File: config.mk
export PLATFORM = sky130hd
export DESIGN_NAME = alu_arbiter
export DESIGN_NICKNAME = d
export VERILOG_FILES = /design/src/rtl/alu_arbiter_pkg.sv /design/src/rtl/alu_arbiter_rr_arb2.sv /design/src/rtl/alu_arbiter.sv
export SDC_FILE = /design/constraint.sdc
export NUM_CORES = 1
export LEC_CHECK = 0
export ABC_AREA = 0
export CORE_MARGIN = 4
export CORE_UTILIZATION = 35
export CTS_CLUSTER_SIZE = 14
export DETAILED_ROUTE_END_ITERATION = 8
export PLACE_DENSITY = 0.81
export SYNTH_ARGS = -nofsm -noshare
export SYNTH_HDL_FRONTEND = slang
export SYNTH_SLANG_ARGS = --single-unit
export TNS_END_PERCENT = 10
File: constraint.sdc
create_clock -name clk -period 2.35 [get_ports clk]
set_clock_uncertainty 0.05 [all_clocks]
set_input_delay 0.705 -clock clk [delete_from_list [all_inputs] [get_ports clk]]
set_output_delay 0.705 -clock clk [all_outputs]
set_load 0.02 [all_outputs]
File: src/rtl/alu_arbiter_pkg.sv
// Shared definitions for the two-requester ALU arbiter: op codes and FSM encoding.
package alu_arbiter_pkg;

    localparam logic [1:0] ALU_ADD = 2'b00;
    localparam logic [1:0] ALU_SUB = 2'b01;
    localparam logic [1:0] ALU_OR  = 2'b10;

    typedef enum logic [1:0] {
        IDLE = 2'd0,
        EXEC = 2'd1,
        RESP = 2'd2
    } state_t;

endpackage

File: src/rtl/alu_arbiter_rr_arb2.sv
// Combinational two-way round-robin picker; ptr names the winner when both request.
module rr_arb2 (
    input  logic valid0,
    input  logic valid1,
    input  logic ptr,
    output logic gnt_id,
    output logic gnt_valid
);

    always_comb begin
        gnt_valid = valid0 | valid1;
        gnt_id    = (valid0 && valid1) ? ptr : valid1;
    end

endmodule

File: src/rtl/alu_arbiter.sv
// Shares one external ALU between two valid/ready requesters, one operation in flight.
// Handshake: a transfer happens on any cycle where valid && ready are both high.
module alu_arbiter
    import alu_arbiter_pkg::*;
#(
    parameter int WIDTH = 32,
    parameter int OP_W  = 2
) (
    input  logic             clk,
    input  logic             reset,
    input  logic             req0_valid,
    output logic             req0_ready,
    input  logic [WIDTH-1:0] req0_a,
    input  logic [WIDTH-1:0] req0_b,
    input  logic [OP_W-1:0]  req0_op,
    input  logic             req1_valid,
    output logic             req1_ready,
    input  logic [WIDTH-1:0] req1_a,
    input  logic [WIDTH-1:0] req1_b,
    input  logic [OP_W-1:0]  req1_op,
    output logic             rsp0_valid,
    input  logic             rsp0_ready,
    output logic [WIDTH-1:0] rsp0_c,
    output logic             rsp0_zero,
    output logic             rsp1_valid,
    input  logic             rsp1_ready,
    output logic [WIDTH-1:0] rsp1_c,
    output logic             rsp1_zero,
    output logic [WIDTH-1:0] alu_a,
    output logic [WIDTH-1:0] alu_b,
    output logic [OP_W-1:0]  alu_op,
    input  logic [WIDTH-1:0] alu_c,
    input  logic             alu_zero,
    output logic             busy
);

    state_t           state;
    state_t           state_nxt;
    logic             ptr;
    logic             id_r;
    logic [WIDTH-1:0] a_r;
    logic [WIDTH-1:0] b_r;
    logic [OP_W-1:0]  op_r;
    logic [WIDTH-1:0] c_r;
    logic             zero_r;
    logic             gnt_id;
    logic             gnt_valid;
    logic             accept;
    logic             done;

    rr_arb2 u_arb (
        .valid0    (req0_valid),
        .valid1    (req1_valid),
        .ptr       (ptr),
        .gnt_id    (gnt_id),
        .gnt_valid (gnt_valid)
    );

    always_ff @(posedge clk) begin
        if (reset) state <= IDLE;
        else       state <= state_nxt;
    end

    // Ready is gated by reset so nothing is granted while the block is being cleared.
    always_comb begin
        state_nxt  = state;
        req0_ready = 1'b0;
        req1_ready = 1'b0;
        rsp0_valid = 1'b0;
        rsp1_valid = 1'b0;
        accept     = 1'b0;
        done       = 1'b0;
        case (state)
            IDLE: begin
                if (!reset && gnt_valid) begin
                    accept     = 1'b1;
                    req0_ready = ~gnt_id;
                    req1_ready = gnt_id;
                    state_nxt  = EXEC;
                end
            end
            EXEC: state_nxt = RESP;
            RESP: begin
                rsp0_valid = ~id_r;
                rsp1_valid = id_r;
                done       = id_r ? rsp1_ready : rsp0_ready;
                if (done) state_nxt = IDLE;
            end
            default: state_nxt = IDLE;
        endcase
    end

    always_ff @(posedge clk) begin
        if (reset) begin
            ptr    <= 1'b0;
            id_r   <= 1'b0;
            a_r    <= '0;
            b_r    <= '0;
            op_r   <= '0;
            c_r    <= '0;
            zero_r <= 1'b0;
        end else begin
            if (accept) begin
                id_r <= gnt_id;
                a_r  <= gnt_id ? req1_a  : req0_a;
                b_r  <= gnt_id ? req1_b  : req0_b;
                op_r <= gnt_id ? req1_op : req0_op;
            end
            if (state == EXEC) begin
                c_r    <= alu_c;
                zero_r <= alu_zero;
            end
            // Fairness moves only when a response retires, not when a request is taken.
            if (done) ptr <= ~id_r;
        end
    end

    assign alu_a     = a_r;
    assign alu_b     = b_r;
    assign alu_op    = op_r;
    assign rsp0_c    = c_r;
    assign rsp0_zero = zero_r;
    assign rsp1_c    = c_r;
    assign rsp1_zero = zero_r;
    assign busy      = (state != IDLE);

endmodule
Word level (Yosys, flattened, before mapping)
Cells that the tools add are included.

word-level totals
  register bits = 103
  word-level logic and storage cells = 38
  input port bits = 171

operators by class
  muxes and demuxes = 17
  reductions and logical operators = 6
  bitwise gates (word level) = 3
  equal/unequal tests = 4

operators by type and width
  kind                  count
  $mux W32              2
  $mux W1               11
  $mux W2               3
  $pmux W2 S3           1
  $ne A2 B2 Y1 const B  2
  $eq A2 B1 Y1 const B  1
  $eq A2 B2 Y1 const B  1
  $logic_and A1 B1 Y1   2
  $logic_not A2 Y1      1
  $not A1 Y1            2
  $reduce_and A2 Y1     1
  $reduce_bool A2 Y1    1
  $logic_not A1 Y1      1
  $or A1 B1 Y1          1

Depth between registers and ports, before layout
  word-level depth = 5
  mapped depth = 6

By module
A second synthesis with hierarchy kept.

second synthesis, totals
  cell total of the unflattened synthesis = 496
  area total of the unflattened synthesis = 4878.4 um2

modules (own cells, without submodules)
  module       instances  cells each  area an instance (um2)
  alu_arbiter  1          493         4860.9
  rr_arb2      1          3           17.5

Worst setup path after synthesis
No wires, ideal clock.

  kind = input port to output port
  from = input port reset
  to = output port req0_ready
  stages = 4
  slack = 0.071 ns
  data arrival time = 1.524 ns
  path through = clkbuf_1 -> nor3_2 -> buf_2 -> and2_1

on the way
  longest elaborated chain between the ends = 4

RTL lines
  what                 line               source
  from (decl)          alu_arbiter.sv:10  input logic reset,
  $logic_not A1 Y1     alu_arbiter.sv:75  if (!reset && gnt_valid) begin
  $logic_and A1 B1 Y1  alu_arbiter.sv:75
  $mux W1              alu_arbiter.sv:75
  $mux W1              alu_arbiter.sv:73  case (state)
  to (decl)            alu_arbiter.sv:12  output logic req0_ready,

Every way passes these cells.

Worst setup path in the final report
  from = register state[1]
  to = output port rsp0_valid

on the way
  longest elaborated chain between the ends = 2

RTL lines
  what                    line               source
  from (decl)             alu_arbiter.sv:37  state_t state;
  from (signal assigned)  alu_arbiter.sv:61  else state <= state_nxt;
  $eq A2 B2 Y1            alu_arbiter.sv:73
  $mux W1                 alu_arbiter.sv:73
  to (decl)               alu_arbiter.sv:21  output logic rsp0_valid,

Every way passes these cells.

==> run metrics <==
synthesized area divided by synthesized cell count 8.993 µm²; clk_lat worst skew 0.33 ns; wire length of the first global-routing pass 24.29 mm; final instance area 0.007566 mm²; Die X 119.1 µm; reg2reg end alu_b[17]$_SDFFE_PP0P_; final setup TNS 0 ns; total length of routed wires 15.79 mm; Peak supply drop 322.3 µV; Layout Area Growth over Synthesis 75.28%; Crit path required time 1.59 ns; number of synthesized register bits 103; worst setup path class flip-flop to output port; most frequent cells in the layout clkdlybuf4s50_1, dfxtp_1, nand2_1; number of warnings printed during yosys synthesis 0; Resized cells post-CTS 14; switching power 1403 µW; flop2flop setup slack 0.60 ns; number of inserted filler cells in the final layout 991; number of pins with negative max-slew slack in the final report 0; count of cells along the worst hold path 2; top cells by area, synth dfxtp_1, a221o_1, and3_1; die extent in y 119.1 µm; boundary pin count 308; crit path max fanout 8; number of rows in the core area 40; status completed; library cells used by synthesis 30; # Max-Cap Violations 0; critical path endpoint category output port; proportion of netlist area held by the largest area contributor 0.4777; clock slew at reported path FFs 0.07 ns; DRC violations left 0; Final setup violation count 0; average vias per placed instance 5.219; worst reg2reg path startpoint state[1]$_SDFFE_PP0P_; HP Start rsp0_c[6]$_SDFFE_PP0N_; total nets after synthesis 651; instance count of the mapped netlist 480; proportion of synthesized chip area in sequential cells 0.4777; drt first pass iters 5; worst-case setup slack after placement -0.5761 ns; root buf cell clkbuf_16; Switching Share 0.2887; post-route ant nets 0; pin count of the biggest net entering global routing 87; fin worst setup slack 0.1089 ns; cell area after technology mapping 0.004317 mm²; unrepaired setup endpoints after global routing no; Starting Density 0.3579; Internal Pwr Total 3457 µW; Leak Pwr 0.002904 µW; worst min-delay path category flip-flop to flip-flop; final hold vios 0; maximum number of buffers from clock root to sink 2; CORE AREA 0.01206 mm²; via count of the first global-routing pass 4753; data arrival time of the critical path 1.49 ns; Worst Setup Start Kind flip-flop; die area 0.01417 mm²; layout cells sized above 1 0.05548; Slew headroom 0.5032; Total Nets Final 905; share of total power in sequential cells 0.412; DP Wirelength 11.97 mm; antenna violations before repair 0; Achievable Freq 0.4462 GHz; number of buffers inserted by hold repair at cts 0; total number of clock tree sinks 103; post-layout min period 2.241 ns; hold-critical path endpoint rsp0_c[6]$_SDFFE_PP0N_; total global routing track utilization 0.2094; crit path launch state[1]$_SDFFE_PP0P_; number of buffers inserted during clock tree synthesis 9; count of inserted antenna diode cells 0; worst-margin pin slew 0.7452 ns; part of the cycle the worst path needs 0.9536; total setup buffers inserted after CTS 0; Post-Place Cell Area 0.007282 mm²; combinational cell fraction of total power 0.280; Port Buffers 307; share of power burned in the clock network 0.308; gpl congestion 0.8278; total grt overflow 0; number of H-tree branching levels 3; via count 4734; power density over the cells 642.2 mW/mm²; average wire length per cell after detail routing 17.40 µm; DRC marker count from the first detailed-route iteration 314; worst reg-to-reg path cell count 4; TritonCTS clock tree built; biggest area consumer among synthesized cells dfxtp_1; leading cell type in the layout, fill and taps excluded clkdlybuf4s50_1
sequential cells by signal, summed over array words and instances (netlist names):
signal and flops:
alu_a 32, alu_b 32, rsp0_c 32, alu_op 2
state 2, id_r 1, ptr 1, rsp0_zero 1
final cells by class:
cell class	count	area, µm²	share of cell area
tap	168	210.2	0.02778
inverter	1	3.754	0.0004961
clock inverter	6	68.82	0.009095
multi-input combinational	295	1798	0.2376
timing repair buffer	324	3194	0.4222
sequential	103	2062	0.2725
clock buffer	10	229.0	0.03026
worst max path at each step:
stage                 end  slack [ns]  depth (start not counted)
2_1_floorplan  req0_ready        0.07                          4
3_3_place_gp   req0_ready       -0.56                          4
3_5_place_dp   req0_ready       -0.58                          4
4_1_cts        rsp0_valid         0.1                          3
5_1_grt        rsp0_valid        0.02                          3
6_report       rsp0_valid        0.11                          3
layer usage:
layer / vias to the layer above / wire, µm / GRT usage
li1: 2229 / - / -
met1: 2230 / 5842 / 0.2266
met2: 233 / 8023 / 0.3762
met3: 42 / 1373 / 0.06363
met4: 0 / 547 / 0.08907
met5: - / 0 / 0
cells in the mapped netlist:
library cell    n
a21oi_1        36
clkbuf_1       25
dfxtp_1       103
a21boi_1        1
and3_1         47
o21ai_1         3
nand3b_1        2
buf_2          13
a21oi_2         1
nor3_1          2
buf_4          37
nor3_2          1
nor2b_1         1
nand2b_1        2
a221o_1        46
inv_2           1
nand2_1        67
nand3_1        20
and2_1          1
nor2_1          2
nand4_1        20
and3b_1         2
nor3b_1         1
buf_1           3
o21bai_1        1
buf_6           3
mux2i_1         1
o21ai_0        17
or2_1           1
a31oi_1        20
worst max-delay path: stages, from the launching register on:
cell and delay, ns:
dfxtp_1 0.38, buf_4 0.17, nor3b_1 0.22, dlygate4sd2_1 0.39
per-stage QoR:
| stage | power [µW] | instances | hold WS, ns | utilization |
|---|---|---|---|---|
| global placement | 3383 | 891 | 0.4081 | 0.6037 |
| floorplan | 2675 | 480 | 0.4077 | - |
| global route | 5047 | 907 | 0.4412 | 0.6273 |
| finish | 4859 | 907 | 0.4204 | 0.6273 |
| CTS | 4900 | 907 | 0.4210 | 0.6273 |
| detailed placement | 3414 | 891 | 0.4115 | 0.6037 |
power by group through the flow:
stage	Combinational (µW)	Clock [µW]	Sequential (µW)
2_1_floorplan	472	0	2200
3_3_place_gp	1350	0	2030
3_5_place_dp	1370	0	2040
4_1_cts	1370	1520	2000
5_1_grt	1450	1580	2020
6_report	1360	1500	2000
cells by family (layout without fill, tap and decap cells):
logic type | after synthesis | in the layout | synth area share
flops | 103 | 103 | 0.4777
compound gates | 125 | 125 | 0.2061
buf+inv | 82 | 341 | 0.1125
mux | 1 | 1 | 0.002319
simple gates | 169 | 169 | 0.2015
No activity file was read; power rests on OpenSTA's default activity.
==> RTL change 1 (same settings) <==
Reset style: asynchronous (`reset`), changed in 2 clocked blocks.
--- a/src/rtl/alu_arbiter.sv
+++ b/src/rtl/alu_arbiter.sv
@@ -56,7 +56,7 @@
         .gnt_valid (gnt_valid)
     );
 
-    always_ff @(posedge clk) begin
+    always_ff @(posedge clk or posedge reset) begin
         if (reset) state <= IDLE;
         else       state <= state_nxt;
     end
@@ -90,7 +90,7 @@
         endcase
     end
 
-    always_ff @(posedge clk) begin
+    always_ff @(posedge clk or posedge reset) begin
         if (reset) begin
             ptr    <= 1'b0;
             id_r   <= 1'b0;
Formal check against the unedited RTL: differs if reset is asserted again (counterexample within 4 cycles, from zero or initial values and one cycle with reset high); with reset held inactive, the same outputs for 10 cycles.
==> RTL change 1 against the original RTL <==
Sequential cell count unchanged. Wire length increased by 7.3%. Die area increased by 13%. Final cell count decreased by 3.3%. Critical path depth unchanged. Register-to-register slack got worse by 0.19 ns. Hold slack got worse by 0.0020 ns. Global-route usage decreased by 0.57 points. Final area increased by 9.3%. Largest cell class unchanged. Count of clock-buffer cells in the layout unchanged. Area after synthesis increased by 14%. Setup slack got worse by 0.048 ns.
Power is not compared: it rests on default switching activity, and its combinational part moved more than twofold at a synthesized area within 25%.
==> RTL change 1: results (changes against the original RTL) <==
Status: completed
Drt first pass iters: 6 (+1)
PostCTS Resize Cnt: 14 (unchanged)
Initial DRC Count: 185 (-41%)
Syn-to-layout area delta: 68.3%
Number of port buffers: 307 (unchanged)
Routed WL per cell: 19.3 um (+11%)
Top post-synthesis cells by area: dfrtp_1 (52%), a221o_1 (13%), mux2_2 (7.6%)
Clock Path Buffers: 2 (unchanged)
Setup repair bufs after CTS: 0 (unchanged)
Post-synthesis sequential area ratio: 0.524 (+0.0468)
Commonest cells post-synth: dfrtp_1 (103), nand2_1 (67), a221o_1 (66), nor3_1 (37)
Placed cell areas: 7960 um^2 (+9.3%)
Synthesized instance count: 433 (-9.8%)
M3 GR Usage: 0.0640 (+0.000372)
All-Layer GR Usage: 0.204 (-0.00568)
Met1 wire length: 6420 um (+9.9%)
Synth unique cells: 24 (-20%)
Final HPWL DP: 12,400 um (+3.8%)
Critical Path Fanout Max: 4 (-4)
Relative slew margins: 0.391 (-0.112)
R2r startpoint: state[0]$_DFFE_PP0P_
Post-Syn Nets: 604 (-7.2%)
Vias in the first global route: 4,928 (+3.7%)
Worst Setup EP: busy
Largest net degree at the start of global routing: 69 (-21%)
Arr. time, crit path: 1.53 ns (+0.04 ns)
Min Clock Period, post-route: 2.29 ns (+0.0478 ns)
Vias post-DR: 4,529 (-4.3%)
Layout net count: 863 (-4.6%)
Total CTS buffers: 9 (unchanged)
Filler cells: 1,124 (+13%)
Seq pwr: 3230 uW
Flop pwr share: 0.304
Worst-Skew Late Latency: 0.34 ns
M1 GR Usage: 0.227 (about the same)
Worst hold-check path type: in2async
Reg-to-reg slack, setup: 0.41 ns (-0.19 ns)
Crit path from: state[1]$_DFFE_PP0P_
RD Place Congestion: 0.813 (-1.8%)
Place WS: -0.649 ns (-0.0731 ns)
Routed WL: 16,900 um (+7.3%)
Fraction of registers with async set/reset: 1.00 (+1.00)
Layout cells sized above 1: 0.154 (+0.0980)
# hold bufs at CTS: 0 (unchanged)
Clock root buffer: clkbuf_16
DR WL met2: 8800 um (+9.6%)
GR Util met2: 0.371 (-0.00508)
Met3 WL post-DR: 1380 um (+0.29%)
Initial antenna violation count: 0 (unchanged)
Pleak: 0.00337 uW
WHS: 0.418 ns (-0.00202 ns)
FF-to-FF path depth: 4 (unchanged)
Crit path largest cell delay: 0.40 ns
Top Layer Used: met4
First-pass GRT wire length: 26,200 um (+7.8%)
RR Endpoint: alu_b[15]$_DFFE_PP0P_
Critical-path top delay cell: dfrtp_1
-- RTL change 1: cell types whose count changed after synthesis, moves of 29 or more --
| cell | delta |
|---|---|
| a21oi_1 | -34 |
| dfrtp_1 | +103 |
| nor3_1 | +35 |
| dfxtp_1 | -103 |
| nor3_2 | +29 |
| mux2_2 | +33 |
| and3_1 | -46 |
-- RTL change 1: worst reg2reg max path: cells and delay by family, from the launching register on --
family                 cells  cell delay (ns)
buffers and inverters      1             0.59
and+or+nand+nor            2             0.47
DFF                        1             0.44
AOI/OAI and AO/OA          1             0.33
-- RTL change 1: cell families after synthesis --
kind of cell,synth area share
and+or+nand+nor,0.161
AOI/OAI and AO/OA,0.142
muxes,0.0756
buffers and inverters,0.0967
DFF,0.524
-- RTL change 1: layout make-up --
type | instances | share of cell area
clock buffer | 10 | 0.0289
clock inverter | 6 | 0.00817
inverter | 5 | 0.00272
multi-input combinational | 250 | 0.229
sequential | 103 | 0.312
tap | 180 | 0.0272
timing repair buffer | 323 | 0.392
==> RTL change 2 (same flow settings) <==
Without the edit above. The parameter `OP_W` goes from 2 to 4.
--- a/src/rtl/alu_arbiter.sv
+++ b/src/rtl/alu_arbiter.sv
@@ -4,7 +4,7 @@
     import alu_arbiter_pkg::*;
 #(
     parameter int WIDTH = 32,
-    parameter int OP_W  = 2
+    parameter int OP_W  = 4
 ) (
     input  logic             clk,
     input  logic             reset,
Ports: changed (resized alu_op, req0_op and req1_op); port bits go from 308 to 314. No check against the original RTL was run, so the function may have changed too.
==> RTL change 2 against the original RTL <==
Area after synthesis up 2.4%. Sequential cell count is 2 higher. Sequential power increased by 3%. Wire length up 2.7%. Setup slack worse by 0.00067 ns. Total power rose by 4.4%. Final area is 1.6% higher.
==> RTL change 2: results (changes against the original RTL) <==
Routed WL: 16,200 um (+2.7%)
RR Endpoint: alu_b[10]$_SDFFE_PP0P_
Critical Path Fanout Max: 3 (-5)
Pleak: 0.00301 uW (+3.5%)
Final hold vios: 0 (unchanged)
Gate power share: 0.275 (-0.005)
Sequential share of cell area: 0.273 (+0.000951)
Min-delay src: rsp0_c[4]$_SDFFE_PP0N_
Clock network area share: 0.0430 (+0.00362)
Crit path from: req0_valid
Layout cells sized above 1: 0.0555 (unchanged)
Nonclk buf count: 328 (+1.2%)
WHS Endpoint: rsp0_c[4]$_SDFFE_PP0N_
Multi-In Gates: 289 (-2.0%)
Mux cell area share after synthesis: 0.00227 (-0.0000538)
PostCTS Resize Cnt: 14 (unchanged)
Flops & latches, synth: 105 (+1.9%)
Hold Path Stages: 2 (unchanged)
First-pass GRT wire length: 24,700 um (+1.7%)
Number of port buffers: 313 (+2.0%)
Arr. time, crit path: 1.49 ns (about the same)
Drt first pass iters: 5 (unchanged)
H-tree Lvls: 3 (unchanged)
Crit path largest cell delay: 0.26 ns (-0.13 ns)
Area occupied by multi-input gates: 1800 um^2 (+0.14%)
Ant diodes: 0 (unchanged)
Worst-Skew Late Latency: 0.33 ns (about the same)
FF-to-FF path depth: 4 (unchanged)
Post-synthesis sequential area ratio: 0.476 (-0.00203)
Top post-synthesis cells by area: dfxtp_1 (48%), a221o_1 (12%), and3_1 (7.6%)
Filler cells: 1,000 (+0.91%)
Delay-heaviest family, CP: buffers and inverters
VDD IR max: 0.435 mV (+35%)
Worst Setup EP: req0_ready
All-Layer GR Usage: 0.209 (-0.000650)
Clk pwr share: 0.321 (+0.013)
Synthesis warning total: 0 (unchanged)
Largest net degree at the start of global routing: 84 (-3.4%)
PwrDens: 660 nW/um^2 (+2.8%)
Xor/xnor share of the synthesized area: 0 (unchanged)
Critical-path top delay cell: dlygate4sd2_1
Least-Margin Pin Slew: 0.897 ns (+0.152 ns)
Commonest cells post-synth: dfxtp_1 (105), nand2_1 (67), and3_1 (54), a221o_1 (53), buf_4 (39)
Final HPWL DP: 12,100 um (+1.2%)
Reg-to-reg slack, setup: 0.57 ns (-0.03 ns)
Layout net count: 909 (+0.44%)
Placed cell areas: 7370 um^2 (+1.2%)
Post-Syn Nets: 650 (-0.15%)
Vias in the first global route: 4,663 (-1.9%)
Initial DRC Count: 341 (+8.6%)
Internal Pwr Total: 3650 uW (+5.7%)
Adder-cell share of the synthesized area: 0 (unchanged)
Core area: 12,200 um^2 (+0.83%)
Signal buf overhead: 0.421 (-0.000736)
RD Place Congestion: 0.815 (-1.5%)
Clock Path Buffers: 2 (unchanged)
Status: completed
Synth Area in Compound Gates: 0.206 (about the same)
Vias per cell: 5.14 (-1.5%)
Setup repair bufs after CTS: 0 (unchanged)
-- RTL change 2: routing by layer --
| metal | global-route usage | vias to the layer above | wire length [um] |
|---|---|---|---|
| met3 | 0.0533 | 24 | 1510 |
| met5 | 0 | - | 0 |
| met4 | 0.0694 | 0 | 352 |
| met1 | 0.240 | 2171 | 5990 |
| li1 | - | 2225 | - |
| met2 | 0.375 | 244 | 8350 |
-- RTL change 2: metrics by stage --
| stage | TNS [ns] | std cells | hold slack, ns | power [uW] | setup WS (ns) |
|---|---|---|---|---|---|
| after floorplan | 0 | 475 | 0.408 | 2750 | 0.0424 |
| after global placement | -11.29 | 891 | 0.406 | 3470 | -0.549 |
| after detailed placement | -13.38 | 891 | 0.415 | 3490 | -0.585 |
| after CTS | 0 | 907 | 0.426 | 5120 | 0.115 |
| after global routing | 0 | 907 | 0.447 | 5280 | 0.0245 |
| final | 0 | 907 | 0.424 | 5080 | 0.108 |
